### src/rtl/cypher_defs.vh
// Shared state encodings and the ceil-log2 helper for the cypher detector slice.
`ifndef CYPHER_DEFS_VH
`define CYPHER_DEFS_VH

`define ST_COLLECT 2'b00
`define ST_CHECK   2'b01
`define ST_LOCKED  2'b10

`define CLOG2(x) $clog2(x)

`endif

### src/rtl/cypher_seq_detector_pkg.sv
// Types shared by the cypher sequence detector and its lock timer.
package cypher_seq_detector_pkg;
`include "cypher_defs.vh"

    typedef enum logic [1:0] {
        COLLECT = `ST_COLLECT,
        CHECK   = `ST_CHECK,
        LOCKED  = `ST_LOCKED
    } state_t;

endpackage

### src/rtl/cypher_lock_timer.sv
// Lockout countdown: start loads LOCK_CYCLES-1, done flags the final busy cycle.
module cypher_lock_timer #(
    parameter int LOCK_CYCLES = 16
) (
    input  logic clk,
    input  logic reset_n,
    input  logic start,
    output logic busy,
    output logic done
);
    localparam int TW = (LOCK_CYCLES > 1) ? $clog2(LOCK_CYCLES) : 1;

    logic [TW-1:0] cnt;

    // NOTE: sequential state uses non-blocking assignments so every register
    // samples pre-edge values regardless of process evaluation order.
    always_ff @(posedge clk or negedge reset_n) begin
        if (!reset_n) begin
            cnt  <= '0;
            busy <= 1'b0;
        end else if (start) begin
            cnt  <= TW'(LOCK_CYCLES - 1);
            busy <= 1'b1;
        end else if (busy) begin
            if (cnt == '0) busy <= 1'b0;
            else           cnt  <= cnt - TW'(1);
        end
    end

    assign done = busy && (cnt == '0);

endmodule

### src/rtl/cypher_seq_detector.sv
// Cypher sequence detector: edge-strobed symbol window compared against a programmable
// cypher, with fail counting and lockout. CYPHER_SLIDING_WINDOW_EN selects sliding mode.
`include "cypher_defs.vh"

module cypher_seq_detector
    import cypher_seq_detector_pkg::*;
#(
    parameter int SYM_W       = 4,
    parameter int CYPHER_LEN  = 4,
    parameter int MAX_FAIL    = 3,
    parameter int LOCK_CYCLES = 16
) (
    input  logic                                clk,
    input  logic                                reset_n,
    input  logic [SYM_W*CYPHER_LEN-1:0]         cypher,
    input  logic [SYM_W-1:0]                    in_sym,
    input  logic                                read,
    output logic                                match,
    output logic                                fail,
    output logic                                locked,
    output logic [1:0]                          state,
    output logic [`CLOG2(CYPHER_LEN):0]         sym_count,
    output logic [SYM_W+`CLOG2(CYPHER_LEN)-1:0] sum,
    output logic [SYM_W-1:0]                    last_sym,
    output logic [`CLOG2(MAX_FAIL):0]           fail_cnt
);
    localparam int WIN_W  = SYM_W * CYPHER_LEN;
    localparam int CNT_W  = `CLOG2(CYPHER_LEN) + 1;
    localparam int SUM_W  = SYM_W + `CLOG2(CYPHER_LEN);
    localparam int FCNT_W = `CLOG2(MAX_FAIL) + 1;

    state_t              cur, nxt;
    logic [WIN_W-1:0]    window;
    logic                read_q;
    logic                accept, frame_end;
    logic                chk_pass, chk_fail;
    logic                timer_start, timer_busy, timer_done;
    logic [FCNT_W-1:0]   fail_cnt_inc;

    assign accept       = read && !read_q && (cur == COLLECT);
    assign fail_cnt_inc = (fail_cnt == FCNT_W'(MAX_FAIL)) ? fail_cnt : fail_cnt + FCNT_W'(1);
`ifdef CYPHER_SLIDING_WINDOW_EN
    assign frame_end = accept && (sym_count >= CNT_W'(CYPHER_LEN - 1));
`else
    assign frame_end = accept && (sym_count == CNT_W'(CYPHER_LEN - 1));
`endif

    cypher_lock_timer #(.LOCK_CYCLES(LOCK_CYCLES)) u_timer (
        .clk     (clk),
        .reset_n (reset_n),
        .start   (timer_start),
        .busy    (timer_busy),
        .done    (timer_done)
    );

    always_ff @(posedge clk or negedge reset_n) begin
        if (!reset_n) cur <= COLLECT;
        else          cur <= nxt;
    end

    // NOTE: every combinational output gets a default first so no path infers a latch.
    always_comb begin
        nxt         = cur;
        chk_pass    = 1'b0;
        chk_fail    = 1'b0;
        timer_start = 1'b0;
        case (cur)
            COLLECT: if (frame_end) nxt = CHECK;
            CHECK: begin
                nxt = COLLECT;
                if (window == cypher) begin
                    chk_pass = 1'b1;
`ifndef CYPHER_SLIDING_WINDOW_EN
                end else begin
                    chk_fail = 1'b1;
                    if (fail_cnt_inc == FCNT_W'(MAX_FAIL)) begin
                        nxt         = LOCKED;
                        timer_start = 1'b1;
                    end
`endif
                end
            end
            LOCKED:  if (timer_done || !timer_busy) nxt = COLLECT;
            default: nxt = COLLECT;
        endcase
    end

    always_ff @(posedge clk or negedge reset_n) begin
        if (!reset_n) begin
            window    <= '0;
            read_q    <= 1'b0;
            sym_count <= '0;
            sum       <= '0;
            last_sym  <= '0;
            fail_cnt  <= '0;
            match     <= 1'b0;
            fail      <= 1'b0;
        end else begin
            read_q <= read;
            match  <= chk_pass;
            fail   <= chk_fail;
            if (accept) begin
                window   <= {window[WIN_W-SYM_W-1:0], in_sym};
                last_sym <= in_sym;
`ifdef CYPHER_SLIDING_WINDOW_EN
                // Once the window is full, the oldest symbol leaves the running sum.
                if (sym_count == CNT_W'(CYPHER_LEN)) begin
                    sum <= sum + SUM_W'(in_sym) - SUM_W'(window[WIN_W-1 -: SYM_W]);
                end else begin
                    sym_count <= sym_count + CNT_W'(1);
                    sum       <= (sym_count == '0) ? SUM_W'(in_sym) : sum + SUM_W'(in_sym);
                end
`else
                sym_count <= sym_count + CNT_W'(1);
                sum       <= (sym_count == '0) ? SUM_W'(in_sym) : sum + SUM_W'(in_sym);
`endif
            end
`ifndef CYPHER_SLIDING_WINDOW_EN
            if (cur == CHECK) sym_count <= '0;
`endif
            if (chk_pass)      fail_cnt <= '0;
            else if (chk_fail) fail_cnt <= fail_cnt_inc;
            if (cur == LOCKED && nxt == COLLECT) begin
                fail_cnt <= '0;
                window   <= '0;
            end
        end
    end

    assign state  = cur;
    assign locked = (cur == LOCKED);

endmodule

### config.mk
export PLATFORM = sky130hd
export DESIGN_NAME = cypher_seq_detector
export DESIGN_NICKNAME = d
export VERILOG_FILES = /design/src/rtl/cypher_seq_detector_pkg.sv /design/src/rtl/cypher_lock_timer.sv /design/src/rtl/cypher_seq_detector.sv
export VERILOG_INCLUDE_DIRS = /design/src /design/src/rtl
export SDC_FILE = /design/constraint.sdc
export NUM_CORES = 1
export LEC_CHECK = 0
export BUFFER_PORTS_ARGS = -buffer_cell sky130_fd_sc_hd__buf_4
export CAP_MARGIN = 5
export CORE_MARGIN = 2
export CORE_UTILIZATION = 45
export DETAILED_ROUTE_END_ITERATION = 6
export HOLD_SLACK_MARGIN = 0.05
export PLACE_DENSITY = 0.7
export SKIP_LAST_GASP = 1
export SLEW_MARGIN = 0
export SYNTH_ARGS = -nofsm -noshare
export SYNTH_HDL_FRONTEND = slang
export SYNTH_SLANG_ARGS = --single-unit
### constraint.sdc
create_clock -name clk -period 1.6 [get_ports clk]
set_clock_uncertainty 0.05 [all_clocks]
set_input_delay 0.32 -clock clk [delete_from_list [all_inputs] [get_ports clk]]
set_output_delay 0.32 -clock clk [all_outputs]
set_load 0.02 [all_outputs]
==> impl_metrics.toml, run 1 <==
[run_status]
status = "finished with violations"
violations = "negative setup slack"

[routing]
num_vias = 1813
ant_nets = 0
routed_via_density = 5.32
wire_per_inst_um = 13.8
drtPass1Iterations = 4
drtIter0Drc = 50
drc = 0
totalWireLength_mm = 4.71

[sta]
relSlewSlack = 0.644
period_share = 1.01
period_needed_ns = 1.62
fmax_mhz = 618
maxSlewViolCount = 0
grt_setup_unrepaired = "yes"
final-setup-viol-count = 2
fin_ws_ns = -0.0170
hold_viol = 0
worst_pin_slew_ns = 0.534

[floorplanning]
die_area_um2 = 5400
core_area_um2 = 4690
fp.dieH_um = 73.5
rows = 25
die_w_um = 73.5
io_pins = 44
initial_utilization = 0.463

[place]
gp_congestion = 0.788
port_buffers = 43
dp_hpwl_mm = 3.32

[yosys]
synth_area_um2 = 2170
synth-edff-count = 0
synth.top_cells.by_count = "55 x nand2_1, 42 x dfrtp_1, 21 x a21oi_1"
syn_inst = 227
yosys.cell_types.count = 41
yosysTopAreaCellShare = 0.483
synth_area_leaders = "dfrtp_1 48%, nand2_1 9.5%, xnor2_1 7.2%, ha_1 5.2%, a21oi_1 4.8%"
synth.avg_cell_area_um2 = 9.58
yosysWarnings = 0
syn-num-nets = 260
post-synth-top-area-cell = "dfrtp_1"
synth-seq-cells = 42
synthFlopType = "dfrtp_1"
yosysMostFrequentCell = "nand2_1"
yosysSeqAreaShare = 0.483
synthArstFlopShare = 1.00

[clocking]
cts_buffers = 5
cts_tree = "yes"
insertion_delay_ns = 0.29
clkSlewWorstSetupHoldPaths_ns = 0.08
clock-sinks = 42
cts_max_path_buffers = 2
htreeDepth = 2
cts_root_buf = "clkbuf_8"

[cells_and_area]
final_layout_size_suffix_gt1_frac = 0.331
antenna_cells = 0
multiInputGateArea_um2 = 1110
area_growth_pct = 31.6
regArea_um2 = 1060
final_net_count = 319
final_core_util = 0.610
fill_cells = 419

[critical_path]
startpoint = "sum[0]$_DFFE_PN0P_"
crit_fanout = 2
cp_num_buf_inv = 1
critPathKind = "flop to flop"
path_cells = "ha_4 > inv_2 > fa_2 > nor2b_4 > o21ai_2 > a211o_1 > o21ai_1"
cp_slowest_cell = "fa_2"
critPathMaxStageDelay_ns = 0.40
r2r-start = "sum[0]$_DFFE_PN0P_"
crit_family = "adder cells"
cp-start-kind = "flop"
critPathCaptureType = "flop"
cp_data_arrival_time_ns = 1.79
required_ns = 1.77

[grt]
antenna_found_initial = 0
grt_max_degree = 43
first_global_vias = 1777
grtUsageTotal = 0.189
grt_pass1_wl_mm = 7.97
grt-ovfl-total = 0

[power_and_ir_drop]
irDropWorstVdd_uv = 897
powerDensity_nw_per_um2 = 1480
power.leakage_nw = 1.33
total_power_mw = 4.22

[flow_run]
maxCapViolations = 0

[worst_hold_path]
hold_class = "input pin to flop"
holdCritStartpoint = "read"
[through the flow]
| step | area, um^2 | worst slack [ns] | hold WS, ns | instances | TNS, ns |
|---|---|---|---|---|---|
| floorplan | 2210 | -0.0375 | -0.0256 | 227 | -0.0375 |
| global placement | 2680 | -0.0292 | 0.290 | 331 | -0.0292 |
| detailed placement | 2680 | -0.0647 | 0.290 | 331 | -0.0695 |
| CTS | 2790 | -0.0187 | 0.0930 | 340 | -0.0187 |
| global route | 2860 | -0.121 | 0.0923 | 341 | -0.301 |
| finish | 2860 | -0.0170 | 0.103 | 341 | -0.0256 |
[cell type report]
cell class / instances / area share
Timing Repair Buffer: 61 / 0.170
Sequential cell: 42 / 0.369
Multi-Input combinational cell: 164 / 0.389
Clock inverter: 2 / 0.00437
Tap cell: 54 / 0.0236
Clock buffer: 6 / 0.0288
Inverter: 12 / 0.0157
[repair_timing]
item	4_1_cts	5_1_grt
pin swaps	0	10
hold buffers	1	0
endpoints found under the hold margin	42	0
buffers inserted	0	1
endpoints found under the setup margin	18	21
resized for setup	3	20
[logic make-up (layout without fill, tap and decap cells)]
kind of cell,count (synthesis),after routing,share of synthesized area
AOI/OAI and AO/OA,48,48,0.136
xor gates and xnor gates,20,20,0.0806
adders and majority gates,10,10,0.0610
buffers and inverters,21,81,0.0489
DFF,42,42,0.483
muxes,2,2,0.00978
and+or+nand+nor,84,84,0.181
[state kept, by name, summed over array words and instances, names as in the netlist]
signal and cells:
sym_count 3, u_timer.cnt 4, last_sym 4, fail_cnt 3, u_timer.busy 1, fail 1
match 1, sum 6, window 16, read_q 1, state 2
[power by group]
part	switching (mW)	internal, mW
logic	0.955	0.913
clock network	0.360	0.347
registers	0.277	1.37
[worst paths after layout]
check / to / slack (ns) / depth (start not counted)
min in group asynchronous: u_timer.cnt[0]$_DFFE_PN0P_ / 0.49 / 2
setup / recovery: sum[4]$_DFFE_PN0P_ / -0.02 / 7
setup reg to reg: sum[4]$_DFFE_PN0P_ / -0.02 / 7
max in group asynchronous: fail_cnt[1]$_DFFE_PN0P_ / 0.60 / 2
hold / removal: read_q$_DFF_PN0_ / 0.10 / 1
hold reg to reg: last_sym[0]$_DFFE_PN0P_ / 0.43 / 2
[worst register-to-register path: cells and delay by family, from the launching register on]
kind	cells	cell delay [ns]
adders and majority gates	2	0.53
DFF	1	0.39
AOI/OAI and AO/OA	3	0.39
buffers and inverters	1	0.04
and+or+nand+nor	1	0.15
[cell usage in the layout, fill, tap and decap left out, types with 2 or more instances in the layout]
master	count
a21oi_1	20
a21oi_2	2
a31oi_1	2
and2_1	2
buf_12	2
buf_4	58
clkbuf_8	6
dfrtp_1	37
dfrtp_2	5
ha_1	7
inv_1	10
inv_2	2
nand2_1	55
nand2b_1	2
nand3_1	2
nand4_1	5
nor2_1	4
nor2b_1	2
nor2b_4	3
o21ai_0	3
o21ai_1	7
o22ai_1	2
xnor2_1	17
xor2_1	2
[routing by layer]
layer | global-route usage | routed length, um | part of all wire
met1 | 0.251 | 2170 | 0.46
met2 | 0.310 | 2290 | 0.49
met3 | 0.0453 | 202 | 0.043
met4 | 0.0485 | 53 | 0.011
met5 | 0 | 0 | 0
Note: power is estimated with default switching activity, not from simulation.
==> run 2, diff against run 1 <==
- ABC_AREA: not set -> 1
- PLACE_DENSITY: 0.7 -> 0.69
- SKIP_CTS_REPAIR_TIMING: not set -> 1
==> run 2 against run 1 <==
Net effect: die area is 9.3% higher; critical path depth rose by 4; via count up 18%; fmax fell by 0.74%; the flow still finishes with violations (negative setup slack); routed wire length rose by 8.2%; register-to-register slack about the same; first-iteration DRC count rose by 130%; sequential cell count is the same.
==> impl_metrics.toml, run 2 <==
[clocking]
cts_tree = "yes"
clkSlewWorstSetupHoldPaths_ns = 0.07
insertion_delay_ns = 0.29
cts_buffers = 5
htreeDepth = 2
cts_max_path_buffers = 2
cts_root_buf = "clkbuf_8"
clock-sinks = 42

[floorplanning]
initial_utilization = 0.468
rows = 26
fp.dieH_um = 76.9
die_area_um2 = 5910
core_area_um2 = 5110
io_pins = 44
die_w_um = 76.9

[power_and_ir_drop]
p_comb_frac = 0.459
powerDensity_nw_per_um2 = 1330
power.switching_mw = 1.64
p_int_mw = 2.52
total_power_mw = 4.16
swShare = 0.395
p_clk_frac = 0.155
power.leakage_nw = 1.77
irDropWorstVdd_uv = 800
p_seq_frac = 0.386

[critical_path]
worstRegToRegCells = 11
critPathCaptureType = "flop"
critPathKind = "flop to flop"
reg2reg_to = "fail_cnt[0]$_DFFE_PN0P_"
r2r-start = "fail_cnt[1]$_DFFE_PN0P_"
required_ns = 1.78
cp_data_arrival_time_ns = 1.81
cp-start-kind = "flop"
reg2reg_slack_ns = -0.03
startpoint = "fail_cnt[1]$_DFFE_PN0P_"
crit_fanout = 5
endpoint = "fail_cnt[0]$_DFFE_PN0P_"

[routing]
totalWireLength_mm = 5.10
num_vias = 2148
drtIter0Drc = 114
drtPass1Iterations = 4
drc = 0
routed_via_density = 4.58
wire_per_inst_um = 10.9
ant_nets = 0

[place]
dp_hpwl_mm = 3.44
dpl_worst_slack_ns = -0.0813
gp_congestion = 0.809
port_buffers = 43

[cells_and_area]
final_core_util = 0.612
largest_reg_flops = 16
final_net_count = 432
regArea_um2 = 1050
multiInputGateArea_um2 = 1120
area_growth_pct = 31.0
final_cell_mix = "114 x nand2_1, 64 x buf_4, 59 x inv_1"
top_register = "window"
top_regs = "window: 16 flops, sum: 6 flops"
layout_commonest_cell = "nand2_1"
antenna_cells = 0
fill_cells = 488
final_layout_size_suffix_gt1_frac = 0.273

[grt]
antenna_found_initial = 0
grtUsageTotal = 0.175
grt_max_degree = 43
grt_pass1_wl_mm = 8.37
grt-ovfl-total = 0
first_global_vias = 1909

[sta]
fin_ws_ns = -0.0291
tns_ns = -0.0755
maxSlewViolCount = 0
worst_pin_slew_ns = 0.528
whs_ns = 0.0960
period_share = 1.02
relSlewSlack = 0.648
grt_setup_unrepaired = "yes"
final-setup-viol-count = 8
hold_viol = 0
period_needed_ns = 1.63
fmax_mhz = 614

[run_status]
status = "finished with violations"
violations = "negative setup slack"

[yosys]
syn-num-nets = 363
synth-seq-cells = 42
yosys.cell_types.count = 24
yosysTopAreaCellShare = 0.440
synth-edff-count = 0
yosysWarnings = 0
yosysMostFrequentCell = "nand2_1"
synth.avg_cell_area_um2 = 7.24
syn_inst = 330
synthFlopType = "dfrtp_1"
synth_area_um2 = 2390
synthArstFlopShare = 1.00
post-synth-top-area-cell = "dfrtp_1"
synth.top_cells.by_count = "115 x nand2_1, 64 x inv_1, 42 x dfrtp_1"
yosysSeqAreaShare = 0.440
synth_area_leaders = "dfrtp_1 44%, nand2_1 18%, inv_1 10%, o21ai_0 5.4%, ha_1 4.7%"

[worst_hold_path]
hold_class = "input pin to flop"

[flow_run]
maxCapViolations = 0
-- run 2: cell types whose count changed after synthesis, moves of 5 or more --
cell | previous run | this run
nand2_1 | 55 | 115
inv_1 | 12 | 64
o21ai_0 | 7 | 26
nor2_1 | 5 | 22
xnor2_1 | 18 | 1
a21oi_1 | 21 | 10
inv_2 | 0 | 6
nand2_2 | 0 | 6
nor2b_1 | 5 | 0
-- run 2: worst min-delay path by stage --
stage                        from                 end  slack [ns]  cells after the start
after floorplan           reset_n      fail$_DFF_PN0_       -0.03                      0
after global placement    reset_n  sum[3]$_DFFE_PN0P_        0.29                      1
after detailed placement  reset_n  sum[3]$_DFFE_PN0P_        0.30                      1
after CTS                 reset_n  sum[3]$_DFFE_PN0P_       -0.03                      1
after global routing         read    read_q$_DFF_PN0_        0.09                      1
final                        read    read_q$_DFF_PN0_         0.1                      1
-- run 2: area by class of cell --
cell class,instances,share of cell area
Multi-Input combinational cell,213,0.360
Inverter,70,0.0860
Clock buffer,7,0.0244
Tap cell,70,0.0280
Timing Repair Buffer,67,0.165
Sequential cell,42,0.337
-- run 2: critical path, cell delays in order (launching register included) --
cell     delay [ns]
dfrtp_2        0.43
ha_4           0.26
inv_2          0.02
nand2_1        0.05
o21ai_1        0.05
inv_1          0.07
nand2_1        0.06
nor2_2         0.12
nand3_4        0.14
nand3_4        0.17
nand3_2        0.08
nand2_1        0.07
-- run 2: logic make-up (layout without fill, tap and decap cells) --
family	count (synthesis)	in the layout	synth area share
flip-flops	42	42	0.440
AO/OA/AOI/OAI	38	38	0.0833
buffers and inverters	77	144	0.128
XOR/XNOR	4	4	0.0147
adder cells (fa/ha/maj)	10	10	0.0555
AND/OR/NAND/NOR	159	161	0.278
-- run 2: power by group through the flow --
stage / clock [mW] / combinational [mW] / sequential (mW)
detailed placement: 0 / 1.80 / 1.62
global route: 0.709 / 2.19 / 1.65
finish: 0.646 / 1.91 / 1.61
CTS: 0.674 / 1.81 / 1.60
global placement: 0 / 1.74 / 1.61
floorplan: 0 / 0.998 / 1.78
-- run 2: stage by stage --
step	std cells	cell area [um^2]
global route	469	3130
CTS	455	2950
finish	469	3130
global placement	448	2870
detailed placement	448	2870
floorplan	330	2400
-- run 2: per-layer routing --
| layer | up-vias | GRT usage | share of wire | wire (um) |
|---|---|---|---|---|
| li1 | 1132 | - | - | - |
| met1 | 965 | 0.227 | 0.45 | 2300 |
| met2 | 45 | 0.292 | 0.49 | 2490 |
| met3 | 6 | 0.0329 | 0.048 | 247 |
| met4 | 0 | 0.0655 | 0.013 | 65 |
| met5 | - | 0 | 0 | 0 |
==> run 3, diff against run 2 <==
- PLACE_DENSITY: 0.69 -> 0.77
- SETUP_SLACK_MARGIN: not set -> 0.05
==> run 3 against run 2 <==
Net effect: the flow still finishes with violations (negative setup slack); total power up 10%; critical path depth did not move; routed wire length up 8.2%; clock power up 30%; sequential share of layout area fell by 0.50 points; utilization increased by 0.93 points; cell area up 1.5%; fmax fell by 2.8%; combinational power rose by 12%; non-clock buffer count down 6; global-route usage up 1.3 points; count of clock-buffer cells in the layout decreased by 1; critical path type unchanged.
==> impl_metrics.toml, run 3 (synthesis gave the netlist of run 2 again) <==
[critical_path]
reg2reg_slack_ns = -0.08
worstRegToRegCells = 11
startpoint = "fail_cnt[0]$_DFFE_PN0P_"
r2r-start = "fail_cnt[0]$_DFFE_PN0P_"
critPathCaptureType = "flop"
reg2reg_to = "fail_cnt[2]$_DFFE_PN0P_"
critPathKind = "flop to flop"
cp-start-kind = "flop"
endpoint = "fail_cnt[2]$_DFFE_PN0P_"
cp_data_arrival_time_ns = 1.87
required_ns = 1.79
crit_fanout = 5

[routing]
routed_via_density = 4.68
ant_nets = 0
drtPass1Iterations = 4
totalWireLength_mm = 5.52
drc = 0
wire_per_inst_um = 11.9
drtIter0Drc = 156
num_vias = 2173

[cells_and_area]
final_core_util = 0.622
top_register = "window"
final_cell_mix = "113 x nand2_1, 59 x inv_1, 59 x buf_4"
antenna_cells = 0
top_regs = "window: 16 flops, sum: 6 flops"
largest_reg_flops = 16
final_net_count = 426
layout_commonest_cell = "nand2_1"
area_growth_pct = 32.9
final_layout_size_suffix_gt1_frac = 0.289

[floorplanning]
io_pins = 44
fp.dieH_um = 76.9
die_area_um2 = 5910
rows = 26
initial_utilization = 0.468
core_area_um2 = 5110
die_w_um = 76.9

[clocking]
cts_tree = "yes"
cts_max_path_buffers = 2
clkSlewWorstSetupHoldPaths_ns = 0.08
htreeDepth = 2
clock-sinks = 42
cts_buffers = 5
cts_root_buf = "clkbuf_8"
insertion_delay_ns = 0.30

[place]
dpl_worst_slack_ns = -0.128
port_buffers = 43
dp_hpwl_mm = 3.73
gp_congestion = 0.789

[grt]
grt_pass1_wl_mm = 8.98
first_global_vias = 2062
grt_max_degree = 43
antenna_found_initial = 0
grt-ovfl-total = 0
grtUsageTotal = 0.188

[run_status]
status = "finished with violations"
violations = "negative setup slack"

[sta]
period_share = 1.05
period_needed_ns = 1.68
final-setup-viol-count = 20
maxSlewViolCount = 0
fin_ws_ns = -0.0761
worst_pin_slew_ns = 0.523
hold_viol = 0
relSlewSlack = 0.651
grt_setup_unrepaired = "yes"
fmax_mhz = 597

[flow_run]
maxCapViolations = 0

[power_and_ir_drop]
power.leakage_nw = 1.77
irDropWorstVdd_uv = 1160
powerDensity_nw_per_um2 = 1450

[worst_hold_path]
hold_class = "input pin to flop"
-- run 3: report_power, final --
group          internal (mW)  total (mW)  switching, mW
Sequential              1.37        1.62          0.246
Clock                  0.466       0.840          0.375
Combinational          0.959        2.14           1.18
-- run 3: worst min path at each step --
stage | start | endpoint | cells past startpoint
after floorplan | reset_n | fail$_DFF_PN0_ | 0
after global placement | reset_n | window[9]$_DFFE_PN0P_ | 1
after detailed placement | reset_n | window[9]$_DFFE_PN0P_ | 1
after CTS | reset_n | window[15]$_DFFE_PN0P_ | 1
after global routing | read | read_q$_DFF_PN0_ | 1
final | read | read_q$_DFF_PN0_ | 1
-- run 3: metal layers --
layer / track usage / share of wire / up-vias
li1: - / - / 1113
met2: 0.321 / 0.48 / 49
met4: 0.0600 / 0.016 / 0
met3: 0.0471 / 0.048 / 8
met5: 0 / 0 / -
met1: 0.234 / 0.46 / 1003
-- run 3: per-stage QoR --
step	std cells	power [mW]	hold WS, ns	area, um^2	setup TNS [ns]
final	464	4.60	0.0858	3180	-0.611
after floorplan	330	2.82	-0.0256	2440	-0.912
after global routing	464	4.98	0.0735	3180	-3.19
after global placement	446	3.42	0.287	2890	-0.0910
after detailed placement	446	3.49	0.288	2890	-1.40
after CTS	454	4.34	-0.0434	3000	-1.87
-- run 3: cell type report --
| type | instances | area, um^2 |
|---|---|---|
| clock buffers | 6 | 72.6 |
| well taps | 70 | 87.6 |
| fillers | 456 | 1930 |
| clock inverters | 2 | 37.5 |
| flip-flops and latches | 42 | 1050 |
| inverters | 70 | 263 |
| repair buffers | 61 | 473 |
| multi-input cells | 213 | 1190 |
-- run 3: critical path: stages, from the launching register on --
cell and delay [ns]:
dfrtp_2 0.43, ha_4 0.27, inv_2 0.03, nand2_1 0.05, o21ai_1 0.06, inv_1 0.07
nand2_1 0.06, nor2_2 0.13, nand3_4 0.15, nand3_4 0.18, nand3_2 0.09, nand2_1 0.06
